File: config.mk
export PLATFORM = sky130hd
export DESIGN_NAME = ram_port_arbiter
export DESIGN_NICKNAME = d
export VERILOG_FILES = /design/src/rtl/ram_arb_pkg.sv /design/src/rtl/ram_port_arbiter_rr_pick.sv /design/src/rtl/ram_port_arbiter.sv
export SDC_FILE = /design/constraint.sdc
export NUM_CORES = 1
export LEC_CHECK = 0
export BUFFER_PORTS_ARGS = -buffer_cell sky130_fd_sc_hd__buf_4
export CAP_MARGIN = 20
export CORE_AREA = 2 2 114 116
export DETAILED_ROUTE_END_ITERATION = 8
export DIE_AREA = 0 0 116 118
export GPL_ROUTABILITY_DRIVEN = 0
export SYNTH_ARGS = -nofsm -noshare
export SYNTH_HDL_FRONTEND = slang
export SYNTH_SLANG_ARGS = --single-unit
export TNS_END_PERCENT = 10
File: constraint.sdc
create_clock -name clk -period 3.6 [get_ports clk]
set_input_delay 0.36 -clock clk [delete_from_list [all_inputs] [get_ports clk]]
set_output_delay 0.36 -clock clk [all_outputs]
set_load 0.02 [all_outputs]
File: src/rtl/ram_arb_pkg.sv
// Shared types and width helpers for the RAM port arbiter.
package ram_arb_pkg;

    typedef enum logic {
        ARB_IDLE = 1'b0,
        ARB_BUSY = 1'b1
    } arb_state_e;

    localparam int unsigned STAT_W = 16;

    // Index width that never collapses to zero bits.
    function automatic int unsigned idx_width(input int unsigned n);
        return (n > 1) ? $clog2(n) : 1;
    endfunction

endpackage

File: src/rtl/ram_port_arbiter_rr_pick.sv
// Round-robin picker: first valid requester at or after ptr_i, wrapping mod NREQ.
module rr_pick #(
    parameter int unsigned NREQ = 4,
    parameter int unsigned IW   = 2
) (
    input  logic [NREQ-1:0] valid_i,
    input  logic [IW-1:0]   ptr_i,
    output logic [NREQ-1:0] grant_o,
    output logic [IW-1:0]   idx_o,
    output logic            any_o
);

    int unsigned j;

    always_comb begin
        grant_o = '0;
        idx_o   = '0;
        any_o   = 1'b0;
        j       = 0;
        for (int unsigned k = 0; k < NREQ; k++) begin
            j = (32'(ptr_i) + k) % NREQ;
            if (!any_o && valid_i[j]) begin
                any_o      = 1'b1;
                idx_o      = IW'(j);
                grant_o[j] = 1'b1;
            end
        end
    end

endmodule

File: src/rtl/ram_port_arbiter.sv
// Round-robin, burst-bounded arbiter sharing one RAM write port and async read port.
// Optional per-requester beat counters when RAM_ARB_STATS_EN is defined.
module ram_port_arbiter
    import ram_arb_pkg::*;
#(
    parameter int unsigned NREQ       = 4,
    parameter int unsigned DATA_WIDTH = 32,
    parameter int unsigned ADDR_WIDTH = 8,
    parameter int unsigned BURST_LEN  = 4
) (
    input  logic                       clk,
    input  logic                       rst,
    input  logic [NREQ-1:0]            req_valid,
    output logic [NREQ-1:0]            req_ready,
    input  logic [NREQ-1:0]            req_we,
    input  logic [NREQ*ADDR_WIDTH-1:0] req_addr,
    input  logic [NREQ*DATA_WIDTH-1:0] req_wdata,
    output logic [NREQ-1:0]            resp_valid,
    output logic [DATA_WIDTH-1:0]      resp_data,
    output logic                       ram_we,
    output logic [ADDR_WIDTH-1:0]      ram_write_addr,
    output logic [DATA_WIDTH-1:0]      ram_write_data,
    output logic [ADDR_WIDTH-1:0]      ram_read_addr,
    input  logic [DATA_WIDTH-1:0]      ram_read_data
`ifdef RAM_ARB_STATS_EN
    ,
    output logic [NREQ*STAT_W-1:0]     grant_count
`endif
);

    localparam int unsigned IW = idx_width(NREQ);
    localparam int unsigned CW = idx_width(BURST_LEN + 1);

    arb_state_e            state_q, state_d;
    logic [IW-1:0]         owner_q, owner_d;
    logic [CW-1:0]         beat_cnt_q, beat_cnt_d;
    logic [IW-1:0]         rr_ptr_q, rr_ptr_d;
    logic [NREQ-1:0]       resp_valid_q, resp_valid_d;
    logic [DATA_WIDTH-1:0] resp_data_q, resp_data_d;

    logic [NREQ-1:0] pick_grant;
    logic [IW-1:0]   pick_idx;
    logic            pick_any;
    logic            keep;
    logic            gnt_vld;
    logic [IW-1:0]   gnt_idx;

    rr_pick #(
        .NREQ (NREQ),
        .IW   (IW)
    ) u_pick (
        .valid_i (req_valid),
        .ptr_i   (rr_ptr_q),
        .grant_o (pick_grant),
        .idx_o   (pick_idx),
        .any_o   (pick_any)
    );

    // Grant is gated by rst so an async reset drops it in the same cycle.
    always_comb begin
        keep    = (state_q == ARB_BUSY) && req_valid[owner_q] && (beat_cnt_q < CW'(BURST_LEN));
        gnt_vld = !rst && (keep || pick_any);
        gnt_idx = keep ? owner_q : pick_idx;
    end

    assign req_ready      = gnt_vld ? (NREQ'(1) << gnt_idx) : '0;
    assign ram_write_addr = gnt_vld ? req_addr[gnt_idx*ADDR_WIDTH +: ADDR_WIDTH] : '0;
    assign ram_read_addr  = ram_write_addr;
    assign ram_write_data = gnt_vld ? req_wdata[gnt_idx*DATA_WIDTH +: DATA_WIDTH] : '0;
    assign ram_we         = gnt_vld && req_we[gnt_idx];

    always_comb begin
        state_d      = state_q;
        owner_d      = owner_q;
        beat_cnt_d   = beat_cnt_q;
        rr_ptr_d     = rr_ptr_q;
        resp_valid_d = '0;
        resp_data_d  = resp_data_q;
        if (keep) begin
            beat_cnt_d = beat_cnt_q + 1'b1;
        end else if (pick_any) begin
            state_d    = ARB_BUSY;
            owner_d    = pick_idx;
            beat_cnt_d = CW'(1);
            rr_ptr_d   = (pick_idx == IW'(NREQ - 1)) ? '0 : pick_idx + 1'b1;
        end else begin
            state_d    = ARB_IDLE;
            beat_cnt_d = '0;
        end
        if (gnt_vld && !req_we[gnt_idx]) begin
            resp_valid_d = req_ready;
            resp_data_d  = ram_read_data;
        end
    end

    always_ff @(posedge clk or posedge rst) begin
        if (rst) begin
            state_q      <= ARB_IDLE;
            owner_q      <= '0;
            beat_cnt_q   <= '0;
            rr_ptr_q     <= '0;
            resp_valid_q <= '0;
            resp_data_q  <= '0;
        end else begin
            state_q      <= state_d;
            owner_q      <= owner_d;
            beat_cnt_q   <= beat_cnt_d;
            rr_ptr_q     <= rr_ptr_d;
            resp_valid_q <= resp_valid_d;
            resp_data_q  <= resp_data_d;
        end
    end

    assign resp_valid = resp_valid_q;
    assign resp_data  = resp_data_q;

`ifdef RAM_ARB_STATS_EN
    logic [STAT_W-1:0] cnt_q [NREQ];

    for (genvar i = 0; i < NREQ; i++) begin : g_stats
        always_ff @(posedge clk or posedge rst) begin
            if (rst) begin
                cnt_q[i] <= '0;
            end else if (req_ready[i] && req_valid[i] && (cnt_q[i] != '1)) begin
                cnt_q[i] <= cnt_q[i] + 1'b1;
            end
        end
        assign grant_count[i*STAT_W +: STAT_W] = cnt_q[i];
    end
`endif

endmodule

# Word-level counts from Yosys, hierarchy flattened
# Index checks and enable logic that the tools add are counted.
# W data, S select, Z words.
# op_classes
bitwise,1
reduce_logical,15
n_shift,3
magnitude_cmp,7
eq_ne,1
add_sub_neg,5
n_mux,29
# op_table
op,count
$shiftx A128 B8 Y32,1
$mux W32,1
$shiftx A32 B6 Y8,1
$lt A2 B3 Y1 const B,6
$bmux W1 S2,6
$mux W1,12
$mux W2,6
$logic_and A1 B1 Y1,8
$mux W4,2
$mux W8,1
$logic_not A1 Y1,5
$add A2 B1 Y2 const B,2
$add A2 B2 Y2 const B,2
$shl A1 B2 Y4 const A,1
$add A3 B1 Y3 const B,1
$lt A3 B3 Y1 const B,1
$mux W3,1
$eq A2 B2 Y1 const B,1
$reduce_and A2 Y1,1
$logic_or A1 B1 Y1,1
$not A1 Y1,1
# totals
reg_bits,44
out_inout_bits,89

# Depth between registers and ports, before layout
# Gate-level depths: netlist (run 1).
# depth
ltp_word,18
ltp_mapped,9
mapped_depth_nobuf,7

# Hierarchy
# A second synthesis (run 1) with hierarchy kept.
# hier_totals
cells_unflattened,331
area_unflattened_um2,3555.9
# by_module_without_submodules
mod,area_each_um2,cells_per_inst,seq_area_each_um2,n_inst
ram_port_arbiter,3136.8,286,1101.1,1
rr_pick,419.2,45,0.0,1

# Least setup slack after synthesis (run 1)
# Ideal clock, no wire load.
# synth_timing
path_kind,input -> output
start,input port rst
end,output port ram_write_addr[7]
setup_slack_ps,289
cell_stages,5
t_required_ps,3240
t_arrival_ps,2951
path_buffers,2
cell_sequence,inv_1 -> nand2_1 -> clkbuf_1 -> a211oi_1 -> buf_4
# synth_via
elab_chain_len,3
# synth_lines
item,line_no,text
"start, declared",ram_port_arbiter.sv:12,"input logic rst,"
$logic_not A1 Y1 (no line),-,
$logic_and A1 B1 Y1,ram_port_arbiter.sv:62,gnt_vld = !rst && (keep || pick_any);
$mux W8,ram_port_arbiter.sv:67,assign ram_write_addr = gnt_vld ? req_addr[gnt_idx*ADDR_WIDTH +: ADDR_WIDTH] : '0;
"end, declared",ram_port_arbiter.sv:21,"output logic [ADDR_WIDTH-1:0] ram_write_addr,"
# No other way between the ends.

# Worst setup path after layout (run 1)
# layout_timing
start,register owner_q[0]
end,output port ram_write_data[11]
# layout_via
elab_chain_len,7
word_cells_on_any_way,9
# layout_lines
item,line_no,text
"start, declared",ram_port_arbiter.sv:35,"logic [IW-1:0] owner_q, owner_d;"
"start signal, assigned",ram_port_arbiter.sv:106,owner_q <= owner_d;
$bmux W1 S2,ram_port_arbiter.sv:61,keep = (state_q == ARB_BUSY) && req_valid[owner_q] && (beat_cnt_q < CW'(BURST_LEN));
$mux W1 (not written as such),ram_port_arbiter.sv:61,
$logic_and A1 B1 Y1 (2 in a row),ram_port_arbiter.sv:61,
$mux W2 / $logic_or A1 B1 Y1 (equally long branches),"ram_port_arbiter.sv:63, ram_port_arbiter.sv:62",
$shiftx A128 B8 Y32 / $logic_and A1 B1 Y1 (equally long branches),"ram_port_arbiter.sv:69, ram_port_arbiter.sv:62",
$mux W32 (*),ram_port_arbiter.sv:69,assign ram_write_data = gnt_vld ? req_wdata[gnt_idx*DATA_WIDTH +: DATA_WIDTH] : '0;
"end, declared",ram_port_arbiter.sv:22,"output logic [DATA_WIDTH-1:0] ram_write_data,"
# Mark *: on every way between the ends. The rest lies on a longest branch, timed or not. The select of a mux whose other input is x is not followed.

==> impl_metrics.ini, run 1 <==
[worst_setup_path]
cp_data_required_time_ns = 3.24
crit_cells = 8
start_kind = register
critPathBufInv = 2
cp-end-kind = output port
worst-endpoint-arrival_ns = 2.87
path_max_fanout = 56
cpMaxStageDelayCell = buf_4
reg2reg_depth = 8
path_cells = mux2i_1, nor2_1, nor3_2, a22o_2, buf_4, a211oi_1, a211oi_1, buf_4
path_class = reg2out
worst_path_dominant_cell_family = compound AO/OA/AOI/OAI gates
crit_path_max_incr_delay_ns = 0.49

[detailed_routing]
ant_nets = 0
wirelength_microns = 11800
vias = 3557
avgRoutedWirePerCell_microns = 15.4
vias_per_cell = 4.62
drc = 0
dr.pass1.iters = 4
drt_iter0_markers = 118

[floorplanning]
row_count = 41
dieArea_sq_mm = 0.0137
io-pin-count = 291
die_w_microns = 116
start_util_pct = 27.9
die_y_microns = 118
coreArea_sq_mm = 0.0124

[finish]
nets = 800
layout.cells.non_filler = 770
drive_above_1_share_pct = 58.0
seqCellArea_sq_mm = 0.00110
nFillCells = 1182
layout_commonest_cell = buf_4
area_growth_pct = 69.4
antenna_cells = 0
finalCoreUtilization_pct = 47.3
final_cell_mix = buf_4 (299), a211oi_1 (80), nor2b_1 (45)
multi_input_area_sq_mm = 0.00210

[pwr]
p_leak_uw = 0.00292
vdd_ir_drop_max_uv = 333
p_per_area_mw_per_mm2 = 865

[sta]
finalMaxSlewViolations = 0
whs_ns = 0.226
fin_skew_ns = 0.00707
post-route-period-util_pct = 89.6
tightest_slew_ns = 0.577
relSlewSlack_pct = 61.6
rsz0062_at_grt = no
worst_slack_ns = 0.374
tns_ns = 0
setup_viol = 0
period_needed_ns = 3.23
hold_viol_final = 0
fmax_mhz = 310

[cts]
numCtsBuffers = 5
clk_latency_ns = 0.29
cts_buffer_depth = 2
cts_tree = done
cts_root_buf = clkbuf_16
h-tree-depth = 2
clkTransAtPathRegs_ns = 0.06
post_cts_buffers = 0
postCtsHoldBufs = 0
cts_num_sinks = 44
postCtsResizedCells = 0

[outcome]
status = completed

[logic_synthesis]
synth_edf_count = 0
synth_flop_cell = dfrtp_1
yosys_warnings = 0
synth_area_per_cell_sq_um = 10.5
async_flop_share_pct = 100
ys_types = 38
yosysTopAreaCell = dfrtp_1
ys_seq_area_share_pct = 31.7
synth_area_sq_mm = 0.00347
synth_top_area_share_pct = 31.7
syn_nets = 532
ys_seq_elements = 44
syn_inst = 329
synthTopCellsByArea = dfrtp_1 (32%), a211oi_1 (17%), mux2_4 (13%), mux2i_1 (13%), nor2b_1 (8.1%)

[placed_design]
dp_hpwl_microns = 9380
pre_cts_ws_ns = 0.558
io_buffers = 290
dp.cells = 762

[grt]
antenna_found_initial = 0
grt_use_total_pct = 16.2
grt_pass1_wl_microns = 17900
grt_max_degree = 100
grtUsageMet3_pct = 3.50
grtUsageMet1_pct = 18.8
grt_util_met2_pct = 29.2
grt_pass1_vias = 3626
top_usage_layer = met2
grt_overflow = 0

[hold_path]
hp-class = in2reg
whs_path_depth = 2

[flow_run]
drv_cap = 0
-- Yosys cell counts (4+ instances only) --
library cell and count:
inv_1 5, mux2_4 30, clkbuf_1 17, nor2_1 5, a21oi_1 4, nand2_1 4
dfrtp_1 44, buf_2 5, mux2i_1 44, buf_4 12, nor2b_1 45, a211oi_1 80
-- power breakdown --
part / switching [uW] / leakage, uW / total, uW / internal (uW)
Combinational: 1990 / 0.00231 / 3690 / 1690
Clock: 187 / 0.0000871 / 534 / 347
Sequential: 137 / 0.000525 / 865 / 728
Total: 2320 / 0.00292 / 5080 / 2770
-- final timing paths --
path	slack [ns]	endpoint	startpoint
worst max-delay path	0.37	ram_write_data[11]	owner_q[0]
min in group asynchronous	0.27	state_q	rst
max in group asynchronous	2.94	resp_data[7]	rst
worst max register to register	0.78	resp_data[11]	owner_q[0]
worst min register to register	0.45	beat_cnt_q[0]	beat_cnt_q[0]
worst min-delay path	0.23	resp_valid[0]	req_we[0]
-- cells by family (layout without fill, tap and decap cells) --
| kind of cell | Yosys count | after routing | share of synthesized area, % |
|---|---|---|---|
| AOI/OAI and AO/OA | 93 | 93 | 19.8 |
| xor gates and xnor gates | 1 | 1 | 0.252 |
| adders and majority gates | 1 | 1 | 0.361 |
| buffers and inverters | 44 | 313 | 7.86 |
| DFF | 44 | 44 | 31.7 |
| muxes | 77 | 77 | 27.0 |
| and+or+nand+nor | 69 | 69 | 13.0 |
-- worst register-to-register path, stage by stage (launching register included) --
cell,delay (ns)
dfrtp_1,0.43
mux2i_1,0.32
nor4b_4,0.09
o32a_2,0.47
mux2i_1,0.30
mux2i_4,0.14
nor2_8,0.33
buf_4,0.30
mux2_4,0.32
-- final cells by class --
| type | instances | share of cell area, % |
|---|---|---|
| well taps | 172 | 3.66 |
| clock buffers | 6 | 2.36 |
| inverters | 5 | 0.319 |
| flip-flops and latches | 44 | 18.7 |
| multi-input cells | 241 | 35.7 |
| clock inverters | 2 | 0.660 |
| repair buffers | 300 | 38.5 |
-- sequential cells by signal, indices dropped and copies added (netlist names) --
register    count
resp_valid      4
resp_data      32
state_q         1
owner_q         2
beat_cnt_q      3
rr_ptr_q        2
-- metrics by stage --
stage               power (uW)  area [sq um]
floorplan                 3460          3470
global placement          4540          5700
detailed placement        4580          5700
CTS                       5140          5880
global route              5420          5880
finish                    5080          5880
-- metal layers --
| layer | share of wire, % | wire length [microns] | up-vias |
|---|---|---|---|
| li1 | - | - | 1757 |
| met1 | 41 | 4850 | 1617 |
| met2 | 49 | 5830 | 166 |
| met3 | 7.7 | 914 | 17 |
| met4 | 2.1 | 254 | 0 |
| met5 | 0 | 0 | - |
Note: power is estimated with default switching activity, not from simulation.
==> inputs of run 2 (changes only) <==
CTS_BUF_LIST = sky130_fd_sc_hd__clkbuf_8   (was default)
==> run 2 against run 1 <==
  * Die area stayed put
  * Non-clock buffer count stayed put
  * First-iteration DRC count is 35% higher
  * Final cell count stayed put
  * Critical path depth stayed put
  * Clock power is 25% lower
  * Sequential power hardly changed
==> impl_metrics.ini, run 2 (synthesis results as in run 1) <==
[outcome]
status = completed

[hold_path]
whs_endpoint = resp_valid[0]
hp-class = in2reg
hp-start = req_we[0]
whs_path_depth = 2

[finish]
layout_commonest_cell = buf_4
largest_reg_flops = 32
antenna_cells = 0
nets = 800
drive_above_1_share_pct = 58.0
area_growth_pct = 67.8
nFillCells = 1189
fin_area_sq_mm = 0.00582
final_cell_mix = buf_4 (299), a211oi_1 (80), nor2b_1 (45)

[cts]
cts_tree = done
postCtsResizedCells = 0
cts_buffer_depth = 2
post_cts_buffers = 0
clkTransAtPathRegs_ns = 0.08
cts_root_buf = clkbuf_8
h-tree-depth = 2
clk_latency_ns = 0.31
numCtsBuffers = 5
cts_num_sinks = 44
postCtsHoldBufs = 0

[worst_setup_path]
path_class = reg2out
cp_data_required_time_ns = 3.24
worst-endpoint-arrival_ns = 2.88
r2r_end = resp_data[11]
path_max_fanout = 56
reg2reg_depth = 8
crit_path_max_incr_delay_ns = 0.49
r2r_start = owner_q[0]
start_kind = register
worst_path_dominant_cell_family = compound AO/OA/AOI/OAI gates
cp-end-kind = output port
path_cells = mux2i_1, nor2_1, nor3_2, a22o_2, buf_4, a211oi_1, a211oi_1, buf_4
cpMaxStageDelayCell = buf_4
reg2reg_slack_ns = 0.79
critPathBufInv = 2

[sta]
post-route-period-util_pct = 90.1
worst_slack_ns = 0.355
rsz0062_at_grt = no
setup_viol = 0
hold_viol_final = 0
finalMaxSlewViolations = 0
relSlewSlack_pct = 61.6
whs_ns = 0.207
period_needed_ns = 3.24
tightest_slew_ns = 0.576
fmax_mhz = 308
fin_skew_ns = 0.0109
tns_ns = 0

[pwr]
p_per_area_mw_per_mm2 = 850
vdd_ir_drop_max_uv = 361
p_leak_uw = 0.00290

[grt]
grt_pass1_vias = 3603
grt_overflow = 0
grt_pass1_wl_microns = 17800
grt_use_total_pct = 16.1
grt_max_degree = 100
antenna_found_initial = 0

[detailed_routing]
wirelength_microns = 11800
vias_per_cell = 4.61
wl_met1_microns = 4900
dr_wl_met3_microns = 893
route.met2.wl_microns = 5800
dr.pass1.iters = 4
ant_nets = 0
vias = 3551
highest_layer = met4
avgRoutedWirePerCell_microns = 15.4
drt_iter0_markers = 159
drc = 0

[placed_design]
postPlaceCellArea_sq_mm = 0.00570
dp_hpwl_microns = 9380
io_buffers = 290
pre_cts_ws_ns = 0.558

[floorplanning]
die_y_microns = 118
dieArea_sq_mm = 0.0137
start_util_pct = 27.9
io-pin-count = 291
die_w_microns = 116
coreArea_sq_mm = 0.0124
row_count = 41

[flow_run]
drv_cap = 0
## run 2: cell count changes in the layout (fill, tap and decap cells not counted)
cell | before | now
clkbuf_16 | 5 | 0
clkbuf_8 | 1 | 6
## run 2: stage by stage
step	cells	utilization, %	total power, uW
detailed placement	762	45.9	4580
global route	770	46.9	5290
finish	770	46.9	4950
CTS	770	46.9	5000
global placement	762	45.9	4540
floorplan	329	-	3460
## run 2: worst max-delay path by stage
stage,to,cells after the start,startpoint
after global placement,ram_write_data[11],9,req_valid[2]
after detailed placement,ram_write_data[11],9,req_valid[2]
final,ram_write_data[11],8,owner_q[0]
after floorplan,ram_write_addr[7],5,rst
after CTS,ram_write_data[11],8,owner_q[0]
after global routing,ram_write_data[11],8,owner_q[0]
## run 2: area by class of cell
cell class | count | area, sq um | share of cell area (%)
repair buffers | 300 | 2260 | 38.9
flip-flops and latches | 44 | 1100 | 18.9
inverters | 5 | 18.8 | 0.322
clock inverters | 2 | 38.8 | 0.666
well taps | 172 | 215 | 3.70
clock buffers | 6 | 82.6 | 1.42
multi-input cells | 241 | 2100 | 36.1
## run 2: report_power, final
group	internal (uW)	switching [uW]	total [uW]	leakage, uW
combinational	1690	1990	3680	0.00231
sequential	726	138	864	0.000525
clock	227	174	401	0.0000614
## run 2: metal layers
layer,track usage (%),up-vias
li1,-,1756
met1,18.8,1612
met2,28.9,166
met3,3.50,17
met4,5.06,0
met5,0,-
## run 2: worst register-to-register path, stage by stage (launching register included)
cell     delay (ns)
dfrtp_1        0.43
mux2i_1        0.32
nor4b_4        0.09
o32a_2         0.47
mux2i_1        0.30
mux2i_4        0.14
nor2_8         0.33
buf_4          0.30
mux2_4         0.32
